$ cat src/rtl/tx_scrambler_framer.sv
// Bit-serial 802.11a transmit framer: emits the SIGNAL header bits, then the scrambled
// DATA field (SERVICE, PSDU, tail, pad) through a single-stage valid/ready output register.
module tx_scrambler_framer #(
    parameter logic [6:0] DEFAULT_SEED = 7'h7F
) (
    input  logic        clk,
    input  logic        reset,
    input  logic        start,
    input  logic [3:0]  cfg_rate,
    input  logic [11:0] cfg_length,
    input  logic [6:0]  cfg_seed,
    output logic        cfg_err,
    output logic        busy,
    output logic        done,
    input  logic        in_bit,
    input  logic        in_val,
    output logic        in_rdy,
    output logic        data_out,
    output logic        ostream_val,
    input  logic        ostream_rdy
);

    typedef enum logic [2:0] {
        IDLE,
        HDR,
        SERVICE,
        PSDU,
        TAIL,
        PAD,
        DONE
    } state_t;

    // Data bits per OFDM symbol; zero marks an illegal RATE code.
    function automatic logic [7:0] rate_ndbps(input logic [3:0] rate);
        case (rate)
            4'b1101: rate_ndbps = 8'd24;
            4'b1111: rate_ndbps = 8'd36;
            4'b0101: rate_ndbps = 8'd48;
            4'b0111: rate_ndbps = 8'd72;
            4'b1001: rate_ndbps = 8'd96;
            4'b1011: rate_ndbps = 8'd144;
            4'b0001: rate_ndbps = 8'd192;
            4'b0011: rate_ndbps = 8'd216;
            default: rate_ndbps = 8'd0;
        endcase
    endfunction

    state_t      state, state_next;
    logic [3:0]  rate_q;
    logic [11:0] len_q;
    logic [7:0]  ndbps_q;
    logic [14:0] cnt;
    logic [7:0]  sym_cnt;
    logic [6:0]  scr;

    logic        load_en;
    logic        fire;
    logic        obit;
    logic        scr_adv;
    logic        fb;
    logic [7:0]  sym_inc;
    logic [15:0] hdr_word;
    logic        psdu_last;
    logic [7:0]  start_ndbps;

    assign load_en     = !ostream_val || ostream_rdy;
    assign fb          = scr[6] ^ scr[3];
    assign sym_inc     = (sym_cnt == ndbps_q - 8'd1) ? 8'd0 : sym_cnt + 8'd1;
    assign hdr_word    = {len_q, rate_q};
    assign psdu_last   = (cnt == {len_q, 3'b000} - 15'd1);
    assign start_ndbps = rate_ndbps(cfg_rate);

    always_ff @(posedge clk or posedge reset) begin
        if (reset) begin
            state <= IDLE;
        end else begin
            // NOTE: every register update uses <= so all flops see the pre-edge values.
            state <= state_next;
        end
    end

    always_comb begin
        // NOTE: defaults first so no path through the case leaves a signal unassigned (no latches).
        state_next = state;
        fire       = 1'b0;
        obit       = 1'b0;
        scr_adv    = 1'b0;
        in_rdy     = 1'b0;
        cfg_err    = 1'b0;
        done       = 1'b0;
        case (state)
            IDLE: begin
                if (start) begin
                    if (start_ndbps != 8'd0) state_next = HDR;
                    else                     cfg_err    = 1'b1;
                end
            end
            HDR: begin
                if (load_en) begin
                    fire = 1'b1;
                    obit = hdr_word[cnt[3:0]];
                    if (cnt == 15'd15) state_next = SERVICE;
                end
            end
            SERVICE: begin
                if (load_en) begin
                    fire    = 1'b1;
                    scr_adv = 1'b1;
                    obit    = fb;
                    if (cnt == 15'd15) state_next = (len_q == 12'd0) ? TAIL : PSDU;
                end
            end
            PSDU: begin
                in_rdy = load_en;
                if (in_val && load_en) begin
                    fire    = 1'b1;
                    scr_adv = 1'b1;
                    obit    = in_bit ^ fb;
                    if (psdu_last) state_next = TAIL;
                end
            end
            TAIL: begin
                if (load_en) begin
                    fire    = 1'b1;
                    scr_adv = 1'b1;
                    if (cnt == 15'd5) state_next = (sym_inc != 8'd0) ? PAD : DONE;
                end
            end
            PAD: begin
                if (load_en) begin
                    fire    = 1'b1;
                    scr_adv = 1'b1;
                    obit    = fb;
                    if (sym_inc == 8'd0) state_next = DONE;
                end
            end
            DONE: begin
                // Wait for the last loaded bit to drain downstream before reporting completion.
                if (!ostream_val) begin
                    done       = 1'b1;
                    state_next = IDLE;
                end
            end
            default: state_next = IDLE;
        endcase
    end

    assign busy = (state != IDLE) && !done;

    always_ff @(posedge clk or posedge reset) begin
        if (reset) begin
            rate_q      <= '0;
            len_q       <= '0;
            ndbps_q     <= '0;
            cnt         <= '0;
            sym_cnt     <= '0;
            scr         <= '0;
            data_out    <= 1'b0;
            ostream_val <= 1'b0;
        end else begin
            if (state == IDLE && state_next == HDR) begin
                rate_q  <= cfg_rate;
                len_q   <= cfg_length;
                ndbps_q <= start_ndbps;
                scr     <= (cfg_seed == 7'd0) ? DEFAULT_SEED : cfg_seed;
            end else if (fire && scr_adv) begin
                scr <= {scr[5:0], fb};
            end

            if (state != state_next) cnt <= '0;
            else if (fire)           cnt <= cnt + 15'd1;

            if (state == HDR && state_next == SERVICE) sym_cnt <= '0;
            else if (fire && scr_adv)                  sym_cnt <= sym_inc;

            if (fire) begin
                ostream_val <= 1'b1;
                data_out    <= obit;
            end else if (load_en) begin
                ostream_val <= 1'b0;
            end
        end
    end

endmodule

$ cat config.mk
export PLATFORM = sky130hd
export DESIGN_NAME = tx_scrambler_framer
export DESIGN_NICKNAME = d
export VERILOG_FILES = /design/src/rtl/tx_scrambler_framer.sv
export SDC_FILE = /design/constraint.sdc
export NUM_CORES = 1
export LEC_CHECK = 0
export ABC_AREA = 1
export CAP_MARGIN = 20
export CORE_MARGIN = 3
export CORE_UTILIZATION = 65
export CTS_BUF_LIST = sky130_fd_sc_hd__clkbuf_4
export CTS_CLUSTER_SIZE = 8
export DETAILED_ROUTE_END_ITERATION = 12
export GPL_ROUTABILITY_DRIVEN = 0
export PLACE_DENSITY = 0.94
export SYNTH_ARGS = -nofsm -noshare
export SYNTH_HDL_FRONTEND = slang
export SYNTH_SLANG_ARGS = --single-unit
$ cat constraint.sdc
create_clock -name clk -period 3.73 [get_ports clk]
set_input_delay 1.119 -clock clk [delete_from_list [all_inputs] [get_ports clk]]
set_output_delay 1.119 -clock clk [all_outputs]
set_load 0.02 [all_outputs]
==> impl_metrics.yaml, run 1 <==
floorplanning:
  die_h_um: 83.72
  ios: 35
  die-area_um2: 7009
  rows: 27
  die_w_um: 83.72
  start_util: 0.6918
  core_area_um2: 5675
job:
  maxCapViolations: 0
timing:
  hold_violations: 0
  postLayoutSetupSlackWorst_ps: 248.1
  finalSetupViolations: 0
  fin_crit_ps: 3482
  setup-tns-final_ps: 0
  post-route-period-util: 0.9335
  worst_pin_slew_ps: 773.7
  slew_violations: 0
  worst_clock_skew_ps: 15.53
  fmax_mhz: 287.2
  rsz0062_at_grt: "no"
  slew_headroom: 0.4795
yosys:
  synth_area_leader_cell: "dfrtp_1"
  ys.flop_type: "dfrtp_1"
  syn_avg_cell_area_um2: 7.152
  synth_area_leaders: "dfrtp_1 36%, nand2_1 12%, inv_1 6.4%, nand3_1 6.2%, o21ai_0 5.6%"
  synthArstFlopShare: 1.000
  synth_edf_count: 0
  netlist_area_um2: 3926
  yosysSeqAreaShare: 0.3633
  yosys.area.top_type_share: 0.3633
  synth_cell_types: 43
  yosysWarnings: 0
  synth_seq_cells: 57
  syn_nets: 583
  syn_inst: 549
setup_path:
  r2r_slack_ps: 940
  path_delay_family: "buffers and inverters"
  slowest_delay_ps: 600
  critPathLaunchType: "input pin"
  end_kind: "output port"
  crit_path_max_fanout: 2
  path_cells: "clkdlybuf4s50_1 -> nand2_1 -> nor2_1 -> clkdlybuf4s50_1"
  cp_slowest_cell: "clkdlybuf4s50_1"
  cp.required_ps: 2610
  crit_top_cell: "clkdlybuf4s50_1"
  cp_num_buf_inv: 2
  critPathArrivalTime_ps: 2360
  critPathKind: "input pin to output port"
final_layout:
  finish.instance_area_um2: 4466
  instances_no_fill: 667
  syn_to_final_growth_pct: 13.73
  antennaDiodeCount: 0
  fillers: 405
  drive_gt1_frac: 0.1227
  nets: 624
clock_network:
  cts_buffers: 9
  post-cts-setup-buffers: 0
  cts_resized: 0
  cts_buffer_depth: 2
  htree_num_levels: 3
  clock_sinks: 57
  clk_pin_slew_ps: 100
  root_buffer: "clkbuf_4"
  clock_latency_ps: 420
  cts_tree: "built"
  holdBufCountCts: 0
drt:
  route.detailed.wl_per_inst_um: 15.30
  drtAntennaViolNets: 0
  drc: 0
  wl_mm: 10.20
  first_pass_iters: 5
  via_per_inst: 5.937
  first_iter_violations: 451
  via_count: 3960
power_and_ir_drop:
  leakagePower_nw: 2.080
  ir_worst_vdd_mv: 0.4263
  power_density_nw_per_um2: 690.9
placed_design:
  port_buffers: 34
  dp_hpwl_mm: 7.567
  place_inst: 651
  placed_cell_area_um2: 4348
  pre_cts_slack_ps: 51.24
grt:
  grt_usage: 0.3061
  grt_overflow: 0
  grt_pass1_wl_mm: 17.49
  antenna_found_initial: 0
  grt_pass1_vias: 3806
  grt_max_degree: 43
worst_hold_path:
  hold_class: "flip-flop to flip-flop"
run_status:
  status: "finished, final reports clean"
-- cell families (layout without fill, tap and decap cells) --
| kind of cell | Yosys count | count (layout) | share of synthesized area |
|---|---|---|---|
| compound gates | 92 | 92 | 0.1402 |
| simple gates | 285 | 285 | 0.3384 |
| buf+inv | 86 | 132 | 0.08859 |
| flops | 57 | 57 | 0.3633 |
| xor+xnor | 24 | 24 | 0.05354 |
| fa+ha+maj | 5 | 5 | 0.01593 |
-- layout make-up --
type | instances | area, um^2 | share of cell area
tap | 72 | 90.09 | 0.02017
clock buffer | 9 | 67.56 | 0.01513
inverter | 74 | 279.0 | 0.06248
sequential | 57 | 1426 | 0.3194
multi-input combinational | 406 | 2152 | 0.4819
clock inverter | 7 | 47.55 | 0.01065
timing repair buffer | 42 | 402.9 | 0.09022
-- Yosys cell counts (2+ instances only) --
cell type and instances:
nor3_2 5, inv_2 6, o221ai_1 2, nand4_1 5
a21oi_2 4, inv_1 67, a211oi_1 7, nor2_1 54
o211ai_1 4, xor2_1 18, o21ai_0 44, dfrtp_1 57
nor4_1 6, nor3_1 5, a21oi_1 17, nand3_2 4
xnor2_1 6, clkbuf_1 8, ha_1 5, o22ai_1 4
o21ai_1 2, o21ai_2 2, nor2_2 16, nand2_1 129
nand2_2 5, a31oi_1 2, nand3_1 49
-- power breakdown --
group	switching, W	leakage [nW]	internal (W)
Sequential	0.000258	0.712	0.000828
Combinational	0.00104	1.32	0.000571
Clock	0.000256	0.0516	0.000133
Total	0.00155	2.08	0.00153
-- stage by stage --
| stage | hold WS, ps | utilization | total power [W] |
|---|---|---|---|
| final | 481.8 | 0.7868 | 0.003085 |
| after floorplan | 440.7 | - | 0.002261 |
| after global routing | 498.3 | 0.7868 | 0.003345 |
| after CTS | 483.2 | 0.7864 | 0.003045 |
| after detailed placement | 459.2 | 0.7661 | 0.002654 |
| after global placement | 451.7 | 0.7661 | 0.002572 |
-- flip-flops by register name, summed over array words and instances, names as in the netlist, 3 cells and up --
signal,cells
cnt,15
len_q,12
ndbps_q,6
rate_q,4
scr,7
state,3
sym_cnt,8
-- path summary, 6_finish.rpt --
check / startpoint / endpoint / cells past startpoint
worst max-delay path: start / cfg_err / 4
worst min-delay path: rate_q[0]$_DFFE_PP0P_ / rate_q[0]$_DFFE_PP0P_ / 1
worst max register to register: ndbps_q[2]$_DFFE_PP0P_ / cnt[13]$_DFFE_PP0P_ / 16
worst min register to register: rate_q[0]$_DFFE_PP0P_ / rate_q[0]$_DFFE_PP0P_ / 1
max in group asynchronous: reset / scr[3]$_DFFE_PP0P_ / 3
min in group asynchronous: reset / sym_cnt[6]$_DFFE_PP0P_ / 2
-- layer usage --
metal,wire length (um),track usage,vias up,share of wire
met5,0,0,-,0
met3,914,0.04936,52,0.090
met2,4741,0.4866,249,0.46
li1,-,-,1877,-
met4,384,0.1345,0,0.038
met1,4163,0.4128,1782,0.41
-- cell usage in the layout (no fill, tap or decap), types with 6 or more instances in the layout --
| cell | synthesis | routed |
|---|---|---|
| buf_4 | 1 | 8 |
| o21ai_0 | 44 | 44 |
| nor2_2 | 16 | 16 |
| nand2_1 | 129 | 129 |
| xor2_1 | 18 | 18 |
| nor2_1 | 54 | 54 |
| nand3_1 | 49 | 49 |
| clkbuf_4 | 0 | 9 |
| a211oi_1 | 7 | 7 |
| xnor2_1 | 6 | 6 |
| dfrtp_1 | 57 | 57 |
| a21oi_1 | 17 | 17 |
| nor4_1 | 6 | 6 |
| clkdlybuf4s50_1 | 0 | 33 |
| inv_1 | 67 | 66 |
| inv_2 | 6 | 7 |
Note: power is estimated with default switching activity, not from simulation.
==> run 2: changes to the inputs <==
==> constraint.sdc (replaced) <==
create_clock -name clk -period 3.73 [get_ports clk]
set_input_delay 0.746 -clock clk [delete_from_list [all_inputs] [get_ports clk]]
set_output_delay 0.746 -clock clk [all_outputs]
set_load 0.02 [all_outputs]
==> run 2 against run 1 <==
  * Worst setup slack improved by 290 ps
  * Non-clock buffer count is 6 lower
  * Register-to-register slack is essentially flat
  * Utilization rose by 0.42 points
  * Critical path depth grew 2
  * Via count rose by 1.2%
  * Largest cell class unchanged
==> impl_metrics.yaml, run 2 (synthesis gave the netlist of run 1 again) <==
grt:
  grt_max_degree: 58
  grt_pass1_vias: 3760
  grt_usage: 0.3069
  antenna_found_initial: 0
  grt_overflow: 0
  grt_pass1_wl_mm: 17.39
clock_network:
  cts_tree: "built"
  htree_num_levels: 3
  cts_resized: 0
  clock_sinks: 57
  clk_pin_slew_ps: 100
  cts_buffers: 9
  clock_latency_ps: 430
  post-cts-setup-buffers: 0
  cts_buffer_depth: 2
  root_buffer: "clkbuf_4"
  holdBufCountCts: 0
timing:
  worst_clock_skew_ps: 11.19
  slew_headroom: 0.4187
  fin_crit_ps: 3189
  finalSetupViolations: 0
  setup-tns-final_ps: 0
  rsz0062_at_grt: "no"
  hold_violations: 0
  worst_pin_slew_ps: 864.0
  fmax_mhz: 313.6
  slew_violations: 0
  post-route-period-util: 0.8548
drt:
  highest-signal-layer: "met4"
  drtAntennaViolNets: 0
  via_count: 4008
  first_pass_iters: 5
  drc: 0
  wl_met3_um: 793
  via_per_inst: 6.064
  routed-wl-met2_mm: 5.040
  wl_mm: 10.43
  route.detailed.wl_per_inst_um: 15.78
  first_iter_violations: 427
  met1Wirelength_mm: 4.258
final_layout:
  register_area_um2: 1426
  instances_no_fill: 661
  fillers: 397
  largest_reg_flops: 15
  drive_gt1_frac: 0.1154
  reg_top3: "cnt: 15 flops, len_q: 12 flops, sym_cnt: 8 flops"
  layout_commonest_cell: "nand2_1"
  regMostFlops: "cnt"
  nets: 618
  mostFrequentLayoutCells: "129 x nand2_1, 66 x inv_1, 57 x dfrtp_1"
  antennaDiodeCount: 0
  syn_to_final_growth_pct: 14.34
  multi_input_area_um2: 2152
floorplanning:
  rows: 27
  die_h_um: 83.72
  ios: 35
  die_w_um: 83.72
  core_area_um2: 5675
  die-area_um2: 7009
  start_util: 0.6918
run_status:
  status: "finished, final reports clean"
power_and_ir_drop:
  leakagePower_nw: 2.074
  power_density_nw_per_um2: 739.4
  ir_worst_vdd_mv: 0.4278
setup_path:
  critPathKind: "input pin to output port"
  critPathLaunchType: "input pin"
  end_kind: "output port"
  crit_path_max_fanout: 7
  critPathArrivalTime_ps: 2440
  cp.required_ps: 2980
job:
  maxCapViolations: 0
placed_design:
  place_inst: 645
  dp_hpwl_mm: 7.337
  port_buffers: 34
worst_hold_path:
  hold_class: "flip-flop to flip-flop"
run 2: cell count changes in the layout (fill, tap and decap cells not counted), sizes merged:
cell / delta
buf: -6
clkinvlp: -2
clkdlybuf4s50: +1
bufinv: +3
dlymetal6s2s: -1
clkinv: -1
run 2: path summary, 6_finish.rpt:
path | slack [ps] | depth (start not counted) | to | startpoint
setup / recovery | 540 | 6 | in_rdy | ostream_rdy
hold reg to reg | 480 | 1 | rate_q[0]$_DFFE_PP0P_ | rate_q[0]$_DFFE_PP0P_
min in group asynchronous | 810 | 3 | ostream_val$_DFFE_PP0P_ | reset
hold / removal | 480 | 1 | rate_q[0]$_DFFE_PP0P_ | rate_q[0]$_DFFE_PP0P_
setup reg to reg | 930 | 16 | cnt[10]$_DFFE_PP0P_ | ndbps_q[2]$_DFFE_PP0P_
max in group asynchronous | 2440 | 3 | scr[3]$_DFFE_PP0P_ | reset
run 2: cell type report:
cell class / instances / share of cell area
clock buffers: 9 / 0.01505
clock inverters: 7 / 0.02648
inverters: 74 / 0.06215
multi-input cells: 406 / 0.4794
flip-flops and latches: 57 / 0.3177
well taps: 72 / 0.02007
repair buffers: 36 / 0.07915
run 2: critical path, cell delays in order:
cell and delay (ps):
clkdlybuf4s50_1 450, inv_1 50, nand2_1 190, inv_1 150
nor4_1 200, clkdlybuf4s50_1 650
run 2: layer usage:
metal	global-route usage	vias to the layer above
li1	-	1868
met4	0.1506	0
met3	0.05331	41
met1	0.3858	1882
met5	0	-
met2	0.5090	217
run 2: power breakdown:
group / internal [W] / switching (W) / total [W]
clock: 0.000338 / 0.000265 / 0.000604
combinational: 0.000559 / 0.00106 / 0.00162
sequential: 0.000828 / 0.000269 / 0.00110
run 2: metrics by stage:
step	area (um^2)	hold slack, ps	total power, W	setup slack (ps)	utilization
final	4489	479.8	0.003319	541.5	0.7910
after global routing	4489	508.0	0.003540	447.5	0.7910
after CTS	4489	480.7	0.003278	549.8	0.7910
after detailed placement	4303	456.5	0.002651	550.6	0.7582
after global placement	4303	452.6	0.002555	612.5	0.7582
after floorplan	3926	440.7	0.002261	1311	-
==> run 3: changes to the inputs <==
CORE_UTILIZATION = 55   (was 65)
PLACE_DENSITY = 0.83   (was 0.94)
==> run 3 against run 2 <==
  * Die area up 17%
  * Hold slack better by 6.6 ps
  * Final cell count up 3.6%
  * Non-clock buffer count up 1
  * Sequential cell count unchanged
  * Global-route usage down 6.3 points
  * Count of clock-buffer cells in the layout up 2
  * Register-to-register slack about the same
==> impl_metrics.yaml, run 3 (synthesis gave the netlist of run 1 again) <==
run_status:
  status: "finished, final reports clean"
clock_network:
  htree_num_levels: 3
  cts_resized: 0
  post-cts-setup-buffers: 0
  cts_tree: "built"
  clock_sinks: 57
  cts_buffers: 9
  holdBufCountCts: 0
  clk_pin_slew_ps: 90
  clock_latency_ps: 390
  root_buffer: "clkbuf_4"
  cts_buffer_depth: 2
timing:
  worst_clock_skew_ps: 10.22
  fmax_mhz: 318.1
  hold_ws_ps: 486.4
  worst_pin_slew_ps: 736.3
  rsz0062_at_grt: "no"
  hold_violations: 0
  slew_violations: 0
  fin_crit_ps: 3144
  postLayoutSetupSlackWorst_ps: 586.5
  setup-tns-final_ps: 0
  finalSetupViolations: 0
  post-route-period-util: 0.8428
  slew_headroom: 0.5046
floorplanning:
  rows: 30
  start_util: 0.5716
  die-area_um2: 8188
  ios: 35
  die_h_um: 90.49
  core_area_um2: 6869
  die_w_um: 90.49
power_and_ir_drop:
  ir_worst_vdd_mv: 0.3192
  power_density_nw_per_um2: 677.3
  leakagePower_nw: 2.047
drt:
  first_iter_violations: 292
  via_per_inst: 5.523
  route.detailed.wl_per_inst_um: 14.01
  drtAntennaViolNets: 0
  via_count: 3783
  wl_mm: 9.594
  first_pass_iters: 5
  drc: 0
grt:
  grt_pass1_wl_mm: 16.20
  grt_max_degree: 43
  antenna_found_initial: 0
  grt_overflow: 0
  grt_pass1_vias: 3564
  grt_usage: 0.2434
final_layout:
  layout_commonest_cell: "nand2_1"
  regMostFlops: "cnt"
  reg_top3: "cnt: 15 flops, len_q: 12 flops, sym_cnt: 8 flops"
  drive_gt1_frac: 0.1138
  syn_to_final_growth_pct: 13.19
  finish.instance_area_um2: 4444
  mostFrequentLayoutCells: "129 x nand2_1, 66 x inv_1, 57 x dfrtp_1"
  largest_reg_flops: 15
  antennaDiodeCount: 0
  nets: 619
placed_design:
  pre_cts_slack_ps: 603.2
  port_buffers: 34
  placed_cell_area_um2: 4340
  dp_hpwl_mm: 7.241
setup_path:
  path_cells: "clkdlybuf4s50_1 -> inv_1 -> nand2_1 -> inv_1 -> nor4_1 -> clkdlybuf4s50_1"
  end_kind: "output port"
  cp_slowest_cell: "clkdlybuf4s50_1"
  cp_num_buf_inv: 4
  path_delay_family: "buffers and inverters"
  timing.rr.end: "cnt[14]$_DFFE_PP0P_"
  r2r_slack_ps: 930
  slowest_delay_ps: 650
  r2r_cells: 14
  critPathKind: "input pin to output port"
  crit_path_max_fanout: 7
  rr_startpoint: "ndbps_q[2]$_DFFE_PP0P_"
  cp.required_ps: 2980
  critPathLaunchType: "input pin"
  critPathArrivalTime_ps: 2400
job:
  maxCapViolations: 0
worst_hold_path:
  holdPathStages: 1
  hold_class: "flip-flop to flip-flop"
  hold_end: "rate_q[0]$_DFFE_PP0P_"
  holdCritStartpoint: "rate_q[0]$_DFFE_PP0P_"
run 3: cell types whose count changed in the layout (fill, tap and decap cells not counted), sizes merged:
cell	before	now
buf	2	3
bufinv	3	0
clkbuf	9	11
clkinv	3	4
clkinvlp	2	1
run 3: per-stage QoR:
step                      power (W)  cells    util
after global routing       0.003285    685  0.6470
after detailed placement   0.002626    670  0.6319
after global placement     0.002562    670  0.6319
after CTS                  0.003003    685  0.6470
final                      0.003010    685  0.6470
after floorplan            0.002261    549       -
run 3: worst register-to-register path, stage by stage (launching register included):
cell,delay (ps)
dfrtp_1,440
inv_1,130
ha_1,330
xor2_1,150
nand2_1,80
nor2_2,110
nand3_2,260
a21boi_1,330
nand3_4,140
o21ai_2,190
nand3_2,120
nand2_2,70
nand2_2,60
nand2_4,210
nor2_1,70
run 3: worst max path at each step:
stage             end   startpoint  cells past startpoint  slack, ps
3_3_place_gp   in_rdy  ostream_rdy                      6        590
4_1_cts        in_rdy  ostream_rdy                      6        590
5_1_grt        in_rdy  ostream_rdy                      6        460
6_report       in_rdy  ostream_rdy                      6        590
2_1_floorplan  in_rdy  ostream_rdy                      4       1310
3_5_place_dp   in_rdy  ostream_rdy                      6        600
run 3: report_power, final:
part	leakage, nW	switching [W]	total (W)	internal (W)
Clock	0.0601	0.000230	0.000375	0.000144
Combinational	1.27	0.000994	0.00155	0.000558
Sequential	0.712	0.000256	0.00108	0.000828
Total	2.05	0.00148	0.00301	0.00153
run 3: routing by layer:
metal	GRT usage	up-vias	part of all wire	wire, um
met1	0.3289	1754	0.45	4330
met4	0.08163	0	0.017	163
li1	-	1873	-	-
met3	0.04583	17	0.059	565
met5	0	-	0	0
met2	0.3935	139	0.47	4534
run 3: layout make-up:
| cell class | count | area, um^2 |
|---|---|---|
| Tap cell | 96 | 120.1 |
| Multi-Input combinational cell | 406 | 2152 |
| Sequential cell | 57 | 1426 |
| Fill cell | 598 | 2425 |
| Inverter | 74 | 279.0 |
| Clock inverter | 4 | 21.27 |
| Timing Repair Buffer | 37 | 362.8 |
| Clock buffer | 11 | 82.58 |
